`config.mk`:
```
export PLATFORM = sky130hd
export DESIGN_NAME = aud_rec_writer_flat
export DESIGN_NICKNAME = d
export VERILOG_FILES = /design/src/rtl/aud_pkg.sv /design/src/rtl/aud_rec_writer_if.sv /design/src/rtl/aud_i2s_lrx.sv /design/src/rtl/aud_rec_writer.sv /design/src/flat_wrapper.sv
export SDC_FILE = /design/constraint.sdc
export NUM_CORES = 1
export LEC_CHECK = 0
export CAP_MARGIN = 30
export CORE_UTILIZATION = 47
export CTS_CLUSTER_DIAMETER = 30
export CTS_CLUSTER_SIZE = 40
export DETAILED_ROUTE_END_ITERATION = 16
export HOLD_SLACK_MARGIN = 0.1
export PLACE_DENSITY = 0.71
export SYNTH_ARGS = -nofsm -noshare
export SYNTH_HDL_FRONTEND = slang
export SYNTH_SLANG_ARGS = --single-unit
```
`constraint.sdc`:
```
create_clock -name i_clk -period 4.12 [get_ports i_clk]
set_clock_uncertainty 0.1 [all_clocks]
set_input_delay 1.03 -clock i_clk [delete_from_list [all_inputs] [get_ports i_clk]]
set_output_delay 1.03 -clock i_clk [all_outputs]
set_load 0.02 [all_outputs]
```
`src/rtl/aud_pkg.sv`:
```
// rtl/aud_pkg.sv - shared audio-path types and widths
// Used by the recorder, playback DSP and SRAM controller.
package aud_pkg;

    localparam int AUD_ADDR_W = 20;
    localparam int AUD_DATA_W = 16;

    typedef enum logic [2:0] {
        IDLE,
        WAIT,
        SHIFT,
        WRITE,
        PAUSE,
        FULL
    } rec_state_t;

endpackage

```
`src/rtl/aud_rec_writer_if.sv`:
```
// rtl/aud_rec_writer_if.sv - SRAM write port driven by the recorder
// Master drives address/data/strobe; the SRAM controller samples on the strobe edge.
interface aud_rec_writer_if #(
    parameter int ADDR_W = 20,
    parameter int DATA_W = 16
);
    logic [ADDR_W-1:0] sram_addr;
    logic [DATA_W-1:0] sram_data;
    logic              sram_we;

    modport master (output sram_addr, output sram_data, output sram_we);
    modport slave  (input  sram_addr, input  sram_data, input  sram_we);
endinterface

```
`src/rtl/aud_i2s_lrx.sv`:
```
// rtl/aud_i2s_lrx.sv - I2S left-channel receiver
// Synchronises the codec pins, finds BCLK rises, skips the delay slot and shifts DATA_W bits MSB first.
module aud_i2s_lrx #(
    parameter int DATA_W = 16
) (
    input  logic              i_clk,
    input  logic              i_rst,
    input  logic              i_bclk,
    input  logic              i_lrck,
    input  logic              i_dat,
    input  logic              i_en,
    input  logic              i_abort,
    output logic              o_valid,
    output logic [DATA_W-1:0] o_word,
    output logic              o_in_frame
);
    localparam int CNT_W = $clog2(DATA_W);

    logic [1:0]        r_bclk_sync;
    logic [1:0]        r_lrck_sync;
    logic [1:0]        r_dat_sync;
    logic              r_bclk_d;
    logic              r_lrck_prev;
    logic              r_in_frame;
    logic              r_valid;
    logic [CNT_W-1:0]  r_bit_cnt;
    logic [DATA_W-1:0] r_shreg;
    logic              w_rise;

    assign w_rise     = r_bclk_sync[1] & ~r_bclk_d;
    assign o_valid    = r_valid;
    assign o_word     = r_shreg;
    assign o_in_frame = r_in_frame;

    always_ff @(posedge i_clk or posedge i_rst) begin
        if (i_rst) begin
            r_bclk_sync <= '0;
            r_lrck_sync <= '0;
            r_dat_sync  <= '0;
            r_bclk_d    <= 1'b0;
            r_lrck_prev <= 1'b1;
            r_in_frame  <= 1'b0;
            r_valid     <= 1'b0;
            r_bit_cnt   <= '0;
            r_shreg     <= '0;
        end else begin
            r_bclk_sync <= {r_bclk_sync[0], i_bclk};
            r_lrck_sync <= {r_lrck_sync[0], i_lrck};
            r_dat_sync  <= {r_dat_sync[0], i_dat};
            r_bclk_d    <= r_bclk_sync[1];
            r_valid     <= 1'b0;
            if (w_rise) begin
                r_lrck_prev <= r_lrck_sync[1];
            end
            if (!i_en || i_abort) begin
                r_in_frame <= 1'b0;
                r_bit_cnt  <= '0;
            end else if (w_rise) begin
                if (!r_in_frame) begin
                    // LRCK fell since the previous rise: this rise is the delay slot
                    if (r_lrck_prev && !r_lrck_sync[1]) begin
                        r_in_frame <= 1'b1;
                        r_bit_cnt  <= '0;
                    end
                end else begin
                    r_shreg <= {r_shreg[DATA_W-2:0], r_dat_sync[1]};
                    if (r_bit_cnt == CNT_W'(DATA_W - 1)) begin
                        r_in_frame <= 1'b0;
                        r_valid    <= 1'b1;
                        r_bit_cnt  <= '0;
                    end else begin
                        r_bit_cnt <= r_bit_cnt + CNT_W'(1);
                    end
                end
            end
        end
    end

endmodule

```
`src/rtl/aud_rec_writer.sv`:
```
// rtl/aud_rec_writer.sv - records the codec left channel into SRAM from address 0
// Owns addressing, record/pause/stop control and the recorded-length report.
module aud_rec_writer
    import aud_pkg::*;
#(
    parameter int          ADDR_W   = AUD_ADDR_W,
    parameter int          DATA_W   = AUD_DATA_W,
    parameter int unsigned MAX_ADDR = 2**ADDR_W - 1
) (
    input  logic              i_clk,
    input  logic              i_rst,
    input  logic              i_start,
    input  logic              i_pause,
    input  logic              i_stop,
    input  logic              i_adc_bclk,
    input  logic              i_adc_lrck,
    input  logic              i_adc_dat,
    aud_rec_writer_if.master  o_sram,
    output logic [ADDR_W:0]   o_rec_len,
    output logic              o_busy,
    output logic              o_full
);
    rec_state_t        r_state;
    logic [ADDR_W-1:0] r_addr;
    logic [DATA_W-1:0] r_data;
    logic              r_we;
    logic [ADDR_W:0]   r_rec_len;
    logic              r_busy;
    logic              r_full;
    logic              r_pend_stop;
    logic              r_pend_pause;

    logic              w_valid;
    logic [DATA_W-1:0] w_word;
    logic              w_in_frame;
    logic              w_en;
    logic              w_abort;

    assign w_en    = (r_state == WAIT) || (r_state == SHIFT);
    assign w_abort = w_en && (i_stop || i_pause) && !w_valid;

    aud_i2s_lrx #(.DATA_W(DATA_W)) u_lrx (
        .i_clk      (i_clk),
        .i_rst      (i_rst),
        .i_bclk     (i_adc_bclk),
        .i_lrck     (i_adc_lrck),
        .i_dat      (i_adc_dat),
        .i_en       (w_en),
        .i_abort    (w_abort),
        .o_valid    (w_valid),
        .o_word     (w_word),
        .o_in_frame (w_in_frame)
    );

    assign o_sram.sram_addr = r_addr;
    assign o_sram.sram_data = r_data;
    assign o_sram.sram_we   = r_we;
    assign o_rec_len        = r_rec_len;
    assign o_busy           = r_busy;
    assign o_full           = r_full;

    always_ff @(posedge i_clk or posedge i_rst) begin
        if (i_rst) begin
            r_state      <= IDLE;
            r_addr       <= '0;
            r_data       <= '0;
            r_we         <= 1'b0;
            r_rec_len    <= '0;
            r_busy       <= 1'b0;
            r_full       <= 1'b0;
            r_pend_stop  <= 1'b0;
            r_pend_pause <= 1'b0;
        end else begin
            r_we <= 1'b0;
            case (r_state)
                IDLE, FULL: begin
                    if (i_stop) begin
                        r_state <= IDLE;
                        r_full  <= 1'b0;
                    end else if (i_start && !i_pause) begin
                        r_state   <= WAIT;
                        r_addr    <= '0;
                        r_rec_len <= '0;
                        r_busy    <= 1'b1;
                        r_full    <= 1'b0;
                    end
                end
                WAIT, SHIFT: begin
                    // A completed sample always commits; a coinciding stop/pause is deferred past the strobe
                    if (w_valid) begin
                        r_state      <= WRITE;
                        r_we         <= 1'b1;
                        r_data       <= w_word;
                        r_pend_stop  <= i_stop;
                        r_pend_pause <= i_pause;
                    end else if (i_stop) begin
                        r_state <= IDLE;
                        r_busy  <= 1'b0;
                    end else if (i_pause) begin
                        r_state <= PAUSE;
                        r_busy  <= 1'b0;
                    end else if (r_state == WAIT && w_in_frame) begin
                        r_state <= SHIFT;
                    end
                end
                WRITE: begin
                    r_rec_len    <= {1'b0, r_addr} + (ADDR_W+1)'(1);
                    r_pend_stop  <= 1'b0;
                    r_pend_pause <= 1'b0;
                    if (i_stop || r_pend_stop) begin
                        r_state <= IDLE;
                        r_busy  <= 1'b0;
                    end else if (r_addr == ADDR_W'(MAX_ADDR)) begin
                        r_state <= FULL;
                        r_busy  <= 1'b0;
                        r_full  <= 1'b1;
                    end else begin
                        r_addr <= r_addr + ADDR_W'(1);
                        if (i_pause || r_pend_pause) begin
                            r_state <= PAUSE;
                            r_busy  <= 1'b0;
                        end else begin
                            r_state <= WAIT;
                        end
                    end
                end
                PAUSE: begin
                    if (i_stop) begin
                        r_state <= IDLE;
                    end else if (i_start && !i_pause) begin
                        r_state <= WAIT;
                        r_busy  <= 1'b1;
                    end
                end
                default: begin
                    r_state <= IDLE;
                    r_busy  <= 1'b0;
                    r_full  <= 1'b0;
                end
            endcase
        end
    end

endmodule

```
`src/flat_wrapper.sv`:
```
// flat-port wrapper written by rule: the top's interface ports become plain ports
module aud_rec_writer_flat import aud_pkg::*;
#(
    parameter int          ADDR_W   = AUD_ADDR_W,
    parameter int          DATA_W   = AUD_DATA_W,
    parameter int unsigned MAX_ADDR = 2**ADDR_W - 1
)
  (i_clk, i_rst, i_start, i_pause, i_stop, i_adc_bclk, i_adc_lrck, i_adc_dat, o_rec_len, o_busy, o_full, o_sram_sram_addr, o_sram_sram_data, o_sram_sram_we);
  aud_rec_writer_if #(.ADDR_W(ADDR_W), .DATA_W(DATA_W)) o_sram_i ();
  input  logic i_clk;
  input  logic i_rst;
  input  logic i_start;
  input  logic i_pause;
  input  logic i_stop;
  input  logic i_adc_bclk;
  input  logic i_adc_lrck;
  input  logic i_adc_dat;
  output logic [ADDR_W:0] o_rec_len;
  output logic o_busy;
  output logic o_full;
  output wire logic [$bits(o_sram_i.sram_addr)-1:0] o_sram_sram_addr;
  output wire logic [$bits(o_sram_i.sram_data)-1:0] o_sram_sram_data;
  output wire logic [$bits(o_sram_i.sram_we)-1:0] o_sram_sram_we;
  assign o_sram_sram_addr = o_sram_i.sram_addr;
  assign o_sram_sram_data = o_sram_i.sram_data;
  assign o_sram_sram_we = o_sram_i.sram_we;
  aud_rec_writer #(.ADDR_W(ADDR_W), .DATA_W(DATA_W), .MAX_ADDR(MAX_ADDR)) u_core (.i_clk(i_clk), .i_rst(i_rst), .i_start(i_start), .i_pause(i_pause), .i_stop(i_stop), .i_adc_bclk(i_adc_bclk), .i_adc_lrck(i_adc_lrck), .i_adc_dat(i_adc_dat), .o_sram(o_sram_i), .o_rec_len(o_rec_len), .o_busy(o_busy), .o_full(o_full));
endmodule
```
==> results of run 1 <==
path summary, 6_finish.rpt:
| kind | from | endpoint | depth (start not counted) |
|---|---|---|---|
| worst max-delay path | i_stop | u_core.o_sram.sram_addr[1] | 6 |
| worst min-delay path | u_core.u_lrx.r_lrck_sync[0] | u_core.u_lrx.r_lrck_sync[1] | 0 |
| worst max register to register | u_core.r_state[1] | u_core.o_sram.sram_addr[2] | 5 |
| worst min register to register | u_core.u_lrx.r_lrck_sync[0] | u_core.u_lrx.r_lrck_sync[1] | 0 |
| max in group asynchronous | i_rst | u_core.o_rec_len[13] | 3 |
| min in group asynchronous | i_rst | u_core.o_sram.sram_data[10] | 2 |
area by class of cell:
type / count / area (um^2)
clock inverter: 7 / 86.3
multi-input combinational: 290 / 1910
fill: 792 / 3810
sequential: 95 / 2380
clock buffer: 9 / 124
timing repair buffer: 70 / 711
tap: 111 / 139
inverter: 9 / 35.0
per-stage QoR:
| step | area [um^2] | power (uW) | instances |
|---|---|---|---|
| after global placement | 5150 | 1830 | 573 |
| after CTS | 5380 | 2500 | 591 |
| after global routing | 5380 | 2610 | 591 |
| after detailed placement | 5170 | 1850 | 575 |
| after floorplan | 4450 | 1590 | 422 |
| final | 5380 | 2480 | 591 |
cells in the final DEF (no fill, tap or decap), types with 2 or more instances in the layout:
master and count:
dfrtp_1 94, clkdlybuf4s50_1 67, nand2_1 48, mux2_2 25, o21ai_1 20, nand3_1 19, nor2_1 19, a21oi_1 17
o21ai_0 15, xnor2_1 12, nand4_1 9, mux2_1 9, clkbuf_8 9, inv_1 8, xor2_1 8, nor3_1 7
and3_1 6, nor2b_1 6, a31oi_1 6, o31ai_1 6, and2_1 4, o211ai_1 4, or3_1 4, nand3_2 3
a2bb2oi_1 3, nor4_1 3, o21a_1 3, o31a_1 2, a41oi_1 2, a21o_1 2, ha_1 2, inv_6 2
inv_8 2
state kept, by name, summed over array words and instances (netlist names):
| register | flops |
|---|---|
| u_core.r_pend_pause | 1 |
| u_core.o_sram.sram_data | 16 |
| u_core.u_lrx.o_word | 16 |
| u_core.u_lrx.o_valid | 1 |
| u_core.o_full | 1 |
| u_core.r_state | 3 |
| u_core.o_busy | 1 |
| u_core.o_rec_len | 21 |
| u_core.u_lrx.r_dat_sync | 2 |
| u_core.u_lrx.r_bclk_sync | 2 |
| u_core.r_pend_stop | 1 |
| u_core.u_lrx.r_lrck_sync | 2 |
| u_core.o_sram.sram_addr | 20 |
| u_core.u_lrx.o_in_frame | 1 |
| u_core.u_lrx.r_bclk_d | 1 |
| u_core.u_lrx.r_lrck_prev | 1 |
| u_core.u_lrx.r_bit_cnt | 4 |
| u_core.o_sram.sram_we | 1 |
where the power goes:
group          total (uW)  internal (uW)  switching [uW]
registers            1190           1050             139
logic                 644            286             358
clock network         650            295             355
total                2480           1630             852
layer usage:
| layer | up-vias | global-route usage | part of all wire |
|---|---|---|---|
| li1 | 1608 | - | - |
| met1 | 1667 | 0.261 | 0.44 |
| met2 | 112 | 0.325 | 0.48 |
| met3 | 16 | 0.0499 | 0.065 |
| met4 | 0 | 0.0781 | 0.016 |
| met5 | - | 0 | 0 |
logic make-up after synthesis:
| group | share of synthesized area |
|---|---|
| muxes | 0.0882 |
| and+or+nand+nor | 0.164 |
| adders and majority gates | 0.00562 |
| xor gates and xnor gates | 0.0393 |
| buffers and inverters | 0.0376 |
| AOI/OAI and AO/OA | 0.131 |
| DFF | 0.534 |
==> impl_results.md, run 1 <==
- TritonCTS sink count: 95
- Max-cap viol count: 0
- CTS Hold Buffers Added: 0
- Worst-Margin Slew: 0.919 ns
- First-pass GRT wire length: 15.8 mm
- Pre-CTS WS: 0.898 ns
- I/O Pins: 68
- Crit path buffers/inverters: 1
- Root Buffer Master: clkbuf_8
- R2R Setup Slk: 1.56 ns
- Setup crit start kind: input pin
- Leakage: 0.00234 uW
- Clock buffers created by TritonCTS: 9
- CTS clock-pin slew for the worst setup and hold paths: 0.11 ns
- Post-CTS setup buffers: 0
- Die ar.: 0.00987 mm^2
- Final ANT Viol Nets: 0
- EDFF count, synth: 0
- P per Cell Area: 461 mW/mm^2
- Clock buffer depth: 2
- DR pass1 iterations: 4
- Post_cts resized: 0
- DR DRC count: 0
- CP max stage delay: 0.58 ns
- Nets: 485
- Final wirelength: 9.44 mm
- Core area: 0.00920 mm^2
- RePlAce Congestion: 0.866
- Flops & latches, synth: 95
- Pins over their slew limit: 0
- Final period utilization: 0.691
- Peak Freq: 351 MHz
- Final Hold Vio Count: 0
- Status: completed
- Vias: 3,403
- Synth cell count leaders: dfrtp_1, nand2_1, mux2_2
- Later-pin clock latency in the skew report: 0.36 ns
- Number of global-route vias before repair: 3,235
- Area growth from synthesis to layout: 20.8%
- Synth unique cells: 59
- CP Data Required Time: 4.24 ns
- Synth Cell Area: 0.00445 mm^2
- Post-Syn Instances: 422
- Syn nets: 432
- Port-buffer cells: 67
- Crit path cell chain: clkdlybuf4s50_1 > nor3b_1 > nand4b_1 > o31a_1 > a21oi_1 > o32ai_1
- Async SR Flop Fraction: 1.00
- Family with the most delay on the worst path: compound AO/OA/AOI/OAI gates
- Initial core utilization: 0.484
- TritonCTS clock tree: built
- Syn. warnings: 0
- RSZ-0062 raised after global routing: false
- Cell with the most instances after synthesis: dfrtp_1
- Main synth FF type: dfrtp_1
- ANT cells: 0
- Minimum clock period: 2.85 ns
- Core Util, Final: 0.585
- Average cell area after synthesis: 10.6 um^2
- Relative slew slack: 0.386
- Register area share after synthesis: 0.534
- CP endpoint kind: flop
- H-tree levels: 3
- WL per Instance: 16.0 um
- Post-synth top area share: 0.528
- Hpwl dp: 6.49 mm
- Setup Viol. Count Final: 0
- Drt first-iter violations: 190
- Setup TNS Final: 0 ns
- Total track usage: 0.201
- Max Fanout on Critical Path: 18
- Slowest-stage cell, CP: clkdlybuf4s50_1
- Row Count: 35
- WP data arrival: 2.97 ns
- Die width: 99.4 um
- Initial antenna violation count: 0
- GRT Residual Overflow: 0
- Die Span Y: 99.4 um
- Critical path class: input pin to flop
- Max IR drop VDD: 218 uV
- Setup ws final: 1.27 ns
- Hold slack final: 0.257 ns
- Largest net degree at the start of global routing: 55
- Hold WC Path Type: flop to flop
- Ranking of synthesized cells by area: dfrtp_1, mux2_2, nand2_1
- Vias per inst: 5.76
- Cell taking the most area after synthesis: dfrtp_1
- Layout cells sized above 1: 0.117
Note: power is estimated with default switching activity, not from simulation.
==> run 2: changes to the inputs <==
PLACE_DENSITY = 0.74   (was 0.71)
clock period = 2.38 ns   (was 4.12 ns; I/O delays follow)
==> run 2 against run 1 <==
Combinational power increased by 89%. Worst hold slack improved by 0.0011 ns. Core utilization increased by 2.0 points. Sequential share of layout area decreased by 1.5 points. Sequential power increased by 71%. Global-route usage increased by 1.3 points. Worst setup slack got worse by 1.2 ns. Clock-buffer cell count increased by 1. Cell area increased by 3.4%. Sequential cell count unchanged. Clock power increased by 57%. Largest cell class unchanged. Highest routed layer unchanged.
==> impl_results.md, run 2 (synthesis gave the netlist of run 1 again) <==
- Hold slack final: 0.258 ns (+0.00107 ns)
- Row Count: 35 (unchanged)
- TritonCTS clock tree: built
- DR DRC count: 0 (unchanged)
- Met3 WL post-DR: 510 um (-17%)
- Worst r2r path cells: 6 (+1)
- Final Non-Filler Cells: 615 (+4.1%)
- Sw frac: 0.344 (about the same)
- Drt first-iter violations: 228 (+20%)
- Met1 WL: 4.26 mm (+2.5%)
- Pins over their slew limit: 0 (unchanged)
- Tot Pwr: 4270 uW (+72%)
- Pre-CTS WS: -0.0858 ns (-0.983 ns)
- CP max stage delay: 0.68 ns (+0.10 ns)
- Initial core utilization: 0.484 (unchanged)
- Relative slew slack: 0.687 (+0.301)
- WL per Instance: 15.8 um (-0.87%)
- Die width: 99.4 um (unchanged)
- Crit path buffers/inverters: 1 (unchanged)
- Number of global-route vias before repair: 3,582 (+11%)
- Area growth from synthesis to layout: 24.9%
- CP Data Required Time: 1.68 ns (-2.56 ns)
- Post-CTS setup buffers: 0 (unchanged)
- Setup crit end: o_sram_sram_addr[17]
- Largest net degree at the start of global routing: 59 (+7.3%)
- Die Span Y: 99.4 um (unchanged)
- Critical path class: flop to output pin
- Setup Viol. Count Final: 0 (unchanged)
- Core area: 0.00920 mm^2 (unchanged)
- DR pass1 iterations: 5 (+1)
- Vias per inst: 5.72 (-0.71%)
- I/O Pins: 68 (unchanged)
- Clk pwr share: 0.239 (-0.023)
- Most frequent cells in the layout: dfrtp_1, clkdlybuf4s50_1, nand2_1
- Nets: 509 (+4.9%)
- CTS clock-pin slew for the worst setup and hold paths: 0.10 ns (about the same)
- Hold WC Path Type: flop to flop
- Leakage: 0.00245 uW (+4.8%)
- Max IR drop VDD: 426 uV (+95%)
- RePlAce Congestion: 0.882 (+1.9%)
- CTS Hold Buffers Added: 0 (unchanged)
- Worst-Margin Slew: 0.466 ns (-0.453 ns)
- # placed instances: 599 (+4.2%)
- Vias: 3,516 (+3.3%)
- Hpwl dp: 6.81 mm (+4.9%)
- Final ANT Viol Nets: 0 (unchanged)
- Initial antenna violation count: 0 (unchanged)
- Root Buffer Master: clkbuf_8
- Setup ws final: 0.0774 ns (-1.20 ns)
- CP endpoint kind: output pin
- R2R Path Start: u_core.o_sram.sram_addr[0]
- Max reg flops: 21 (unchanged)
- Slowest-stage cell, CP: clkdlybuf4s50_1
- Later-pin clock latency in the skew report: 0.36 ns (about the same)
- Status: completed
- Port-buffer cells: 67 (unchanged)
- Final period utilization: 0.967
- P per Cell Area: 768 mW/mm^2 (+67%)
- Crit path cell chain: clkdlybuf4s50_1
- Die ar.: 0.00987 mm^2 (unchanged)
- H-tree levels: 3 (unchanged)
- Critical path depth: 1 (-5)
- Worst setup path start: u_core.o_sram.sram_addr[17]
- Total track usage: 0.214 (+0.0135)
- Sw Pwr: 1470 uW (+72%)
- Placed inst area: 0.00537 mm^2 (+3.9%)
- Peak Freq: 434 MHz
- Minimum clock period: 2.30 ns
- Setup crit start kind: flop
- First-pass GRT wire length: 16.8 mm (+6.3%)
- R2R Setup Slk: 0.20 ns (-1.36 ns)
- Clock buffer depth: 2 (unchanged)
- Family with the most delay on the worst path: buffers and inverters
- Final Hold Vio Count: 0 (unchanged)
- TritonCTS sink count: 95 (unchanged)
- Final wirelength: 9.74 mm (+3.2%)
- RSZ-0062 raised after global routing: false
- Sequential power share: 0.476 (-0.002)
- WP data arrival: 1.61 ns (-1.36 ns)
- Metal2 WL: 4.82 mm (+6.7%)
- Clock buffers created by TritonCTS: 9 (unchanged)
- Max Fanout on Critical Path: 9 (-9)
- R2r endpoint: u_core.o_sram.sram_addr[11]
- Post_cts resized: 0 (unchanged)
- Commonest non-fill, non-tap cell in the layout: dfrtp_1
- Top Metal Used: met4
- GRT Residual Overflow: 0 (unchanged)
- Final Cell Area: 0.00556 mm^2 (+3.4%)
- Layout cells sized above 1: 0.159 (+0.0421)
- ANT cells: 0 (unchanged)
- Internal power: 2800 uW (+72%)
- Max-cap viol count: 0 (unchanged)
- Combinational Power Share: 0.285 (+0.025)
## run 2: cell count changes in the layout (fill, tap and decap cells not counted)
| cell | before | now |
|---|---|---|
| buf_12 | 1 | 3 |
| buf_2 | 1 | 0 |
| buf_4 | 0 | 24 |
| buf_8 | 1 | 0 |
| bufinv_16 | 1 | 0 |
| clkbuf_8 | 9 | 10 |
| clkinvlp_4 | 1 | 2 |
| inv_6 | 2 | 1 |
## run 2: final cells by class
cell class,instances,area (um^2)
Clock inverter,6,52.6
Clock buffer,10,138
Timing Repair Buffer,94,911
Tap cell,111,139
Fill cell,776,3630
Multi-Input combinational cell,290,1910
Sequential cell,95,2380
Inverter,9,37.5
## run 2: worst register-to-register path, cell delays in order (launching register included)
cell	delay (ns)
dfrtp_1	0.46
ha_1	0.36
nand3_2	0.12
or4_4	0.54
nor4_4	0.34
o211ai_2	0.14
nand3_2	0.07
## run 2: worst min path at each step
stage                                     start  slack, ns                     endpoint  cells after the start
floorplan           u_core.u_lrx.r_bclk_sync[0]       0.23  u_core.u_lrx.r_bclk_sync[1]                      0
global placement     u_core.u_lrx.r_dat_sync[0]       0.23   u_core.u_lrx.r_dat_sync[1]                      0
detailed placement  u_core.u_lrx.r_bclk_sync[0]       0.24  u_core.u_lrx.r_bclk_sync[1]                      0
CTS                 u_core.u_lrx.r_bclk_sync[0]       0.27  u_core.u_lrx.r_bclk_sync[1]                      0
global route         u_core.u_lrx.r_dat_sync[0]       0.27   u_core.u_lrx.r_dat_sync[1]                      0
finish              u_core.u_lrx.r_bclk_sync[0]       0.26  u_core.u_lrx.r_bclk_sync[1]                      0
## run 2: per-layer routing
metal  track usage  vias to the layer above
li1              -                     1659
met4        0.0905                        0
met1         0.277                     1727
met2         0.356                      113
met3        0.0394                       17
met5             0                        -
## run 2: per-stage QoR
stage               setup TNS [ns]  utilization
floorplan                        0            -
global placement            -0.148        0.584
detailed placement          -0.662        0.584
CTS                              0        0.605
global route                     0        0.605
finish                           0        0.605
## run 2: power by group through the flow
stage                     combinational, uW  clock, uW  sequential [uW]
final                                  1220       1020             2030
after global routing                   1330       1110             2070
after CTS                              1230       1050             2030
after detailed placement               1230          0             2060
after global placement                 1210          0             2050
after floorplan                         591          0             2160
==> run 3: changes to the inputs <==
PLACE_DENSITY = 0.7   (was 0.74)
clock period = 2.4 ns   (was 2.38 ns; I/O delays follow)
==> run 3 against run 2 <==
Worst setup slack better by 0.043 ns. First-iteration DRC count is 50% lower. Combinational power hardly changed. Sequential share of layout area is 0.71 points lower. Register-to-register slack hardly changed. Global-route usage is 0.65 points higher. Final cell count is 1.3% higher. Largest power group unchanged.
==> impl_results.md, run 3 (synthesis gave the netlist of run 1 again) <==
- Status: completed
- R2r endpoint: u_core.o_sram.sram_addr[1]
- WL per Instance: 16.2 um (+2.0%)
- Leakage: 0.00249 uW (+1.6%)
- Final wirelength: 10.1 mm (+3.3%)
- Commonest non-fill, non-tap cell in the layout: dfrtp_1
- Die width: 99.4 um (unchanged)
- H-tree levels: 3 (unchanged)
- Later-pin clock latency in the skew report: 0.36 ns (about the same)
- Core area: 0.00920 mm^2 (unchanged)
- Initial core utilization: 0.484 (unchanged)
- Critical path class: flop to output pin
- Final Hold Vio Count: 0 (unchanged)
- Largest net degree at the start of global routing: 34 (-42%)
- Total track usage: 0.221 (+0.00646)
- First-pass GRT wire length: 17.2 mm (+2.4%)
- Crit path cell chain: clkdlybuf4s50_1
- Number of global-route vias before repair: 3,535 (-1.3%)
- Max-cap viol count: 0 (unchanged)
- TritonCTS clock tree: built
- Tot Pwr: 4380 uW (+2.5%)
- Die ar.: 0.00987 mm^2 (unchanged)
- Clock buffers created by TritonCTS: 9 (unchanged)
- Peak Freq: 439 MHz
- GRT Residual Overflow: 0 (unchanged)
- DR DRC count: 0 (unchanged)
- CP max stage delay: 0.67 ns (about the same)
- Hold Path Sink: u_core.u_lrx.r_lrck_sync[1]
- ANT cells: 0 (unchanged)
- Root Buffer Master: clkbuf_8
- Area of the multi-input gates: 0.00191 mm^2 (unchanged)
- Crit path buffers/inverters: 1 (unchanged)
- DR pass1 iterations: 4 (-1)
- Nets: 517 (+1.6%)
- Max Fanout on Critical Path: 9 (unchanged)
- Max IR drop VDD: 389 uV (-8.7%)
- Hold depth: 0 (unchanged)
- Worst-Margin Slew: 0.509 ns (+0.0427 ns)
- Setup Viol. Count Final: 0 (unchanged)
- Family with the most delay on the worst path: buffers and inverters
- Hold slack final: 0.259 ns (+0.000504 ns)
- TritonCTS sink count: 95 (unchanged)
- Slowest-stage cell, CP: clkdlybuf4s50_1
- Relative slew slack: 0.660 (-0.0263)
- Hold WC Path Type: flop to flop
- CP Data Required Time: 1.70 ns (+0.02 ns)
- Fill cells: 794 (+2.3%)
- Final ANT Viol Nets: 0 (unchanged)
- Core Util, Final: 0.615 (+0.0102)
- Pre-CTS WS: -0.0462 ns (+0.0396 ns)
- P per Cell Area: 774 mW/mm^2 (+0.81%)
- R2R Path Start: u_core.o_sram.sram_addr[1]
- Worst r2r path cells: 6 (unchanged)
- Clock buffer depth: 2 (unchanged)
- Port-buffer cells: 67 (unchanged)
- CTS Hold Buffers Added: 0 (unchanged)
- Area growth from synthesis to layout: 27.0%
- Most frequent cells in the layout: dfrtp_1, clkdlybuf4s50_1, nand2_1
- RSZ-0062 raised after global routing: false
- Max reg flops: 21 (unchanged)
- CTS clock-pin slew for the worst setup and hold paths: 0.10 ns (about the same)
- Hpwl dp: 7.34 mm (+7.8%)
- Storage element area: 0.00238 mm^2 (unchanged)
- Vias: 3,569 (+1.5%)
- Final Cell Area: 0.00566 mm^2 (+1.7%)
- Setup ws final: 0.121 ns (+0.0433 ns)
- Die Span Y: 99.4 um (unchanged)
- Pins over their slew limit: 0 (unchanged)
- Post_cts resized: 0 (unchanged)
- Drt first-iter violations: 114 (-50%)
- Layout cells sized above 1: 0.172 (+0.0131)
- Placed inst area: 0.00545 mm^2 (+1.4%)
- R2R Setup Slk: 0.21 ns (about the same)
- Initial antenna violation count: 0 (unchanged)
- CP endpoint kind: output pin
- Minimum clock period: 2.28 ns
- Hold Startpoint: u_core.u_lrx.r_lrck_sync[0]
- Row Count: 35 (unchanged)
- Post-CTS setup buffers: 0 (unchanged)
- Setup crit start kind: flop
- I/O Pins: 68 (unchanged)
- Vias per inst: 5.73 (+0.20%)
- WP data arrival: 1.58 ns (-0.03 ns)
- RePlAce Congestion: 0.918 (+4.0%)
- Final period utilization: 0.950
-- run 3: layer usage --
metal | part of all wire | GRT usage | routed length [um] | up-vias
met5 | 0 | 0 | 0 | -
met4 | 0.016 | 0.0747 | 157 | 0
met3 | 0.053 | 0.0457 | 534 | 15
met2 | 0.51 | 0.389 | 5120 | 113
met1 | 0.42 | 0.270 | 4250 | 1769
li1 | - | - | - | 1672
-- run 3: final cells by class --
cell class | count | share of cell area
Sequential cell | 95 | 0.420
Timing Repair Buffer | 102 | 0.174
Clock buffer | 10 | 0.0243
Inverter | 9 | 0.00663
Multi-Input combinational cell | 290 | 0.337
Clock inverter | 6 | 0.0130
Tap cell | 111 | 0.0245
-- run 3: where the power goes --
| part | switching [uW] | leakage, uW | internal [uW] |
|---|---|---|---|
| Sequential | 226 | 0.00129 | 1800 |
| Combinational | 653 | 0.00109 | 575 |
| Clock | 603 | 0.000101 | 525 |
-- run 3: how the worst max path moves through the flow --
| stage | cells past startpoint | slack, ns | startpoint | endpoint |
|---|---|---|---|---|
| floorplan | 8 | 0.30 | u_core.o_sram.sram_addr[0] | u_core.o_sram.sram_addr[10] |
| detailed placement | 7 | -0.05 | i_pause | u_core.o_sram.sram_addr[1] |
| global route | 1 | 0.07 | u_core.o_sram.sram_addr[17] | o_sram_sram_addr[17] |
| global placement | 7 | 0.007 | i_stop | u_core.u_lrx.o_word[3] |
| finish | 1 | 0.12 | u_core.o_sram.sram_addr[6] | o_sram_sram_addr[6] |
| CTS | 1 | 0.12 | u_core.o_sram.sram_addr[6] | o_sram_sram_addr[6] |
-- run 3: through the flow --
step | setup TNS (ns) | cells
after global placement | 0 | 607
after detailed placement | -0.125 | 607
after floorplan | 0 | 422
final | 0 | 623
after CTS | 0 | 623
after global routing | 0 | 623
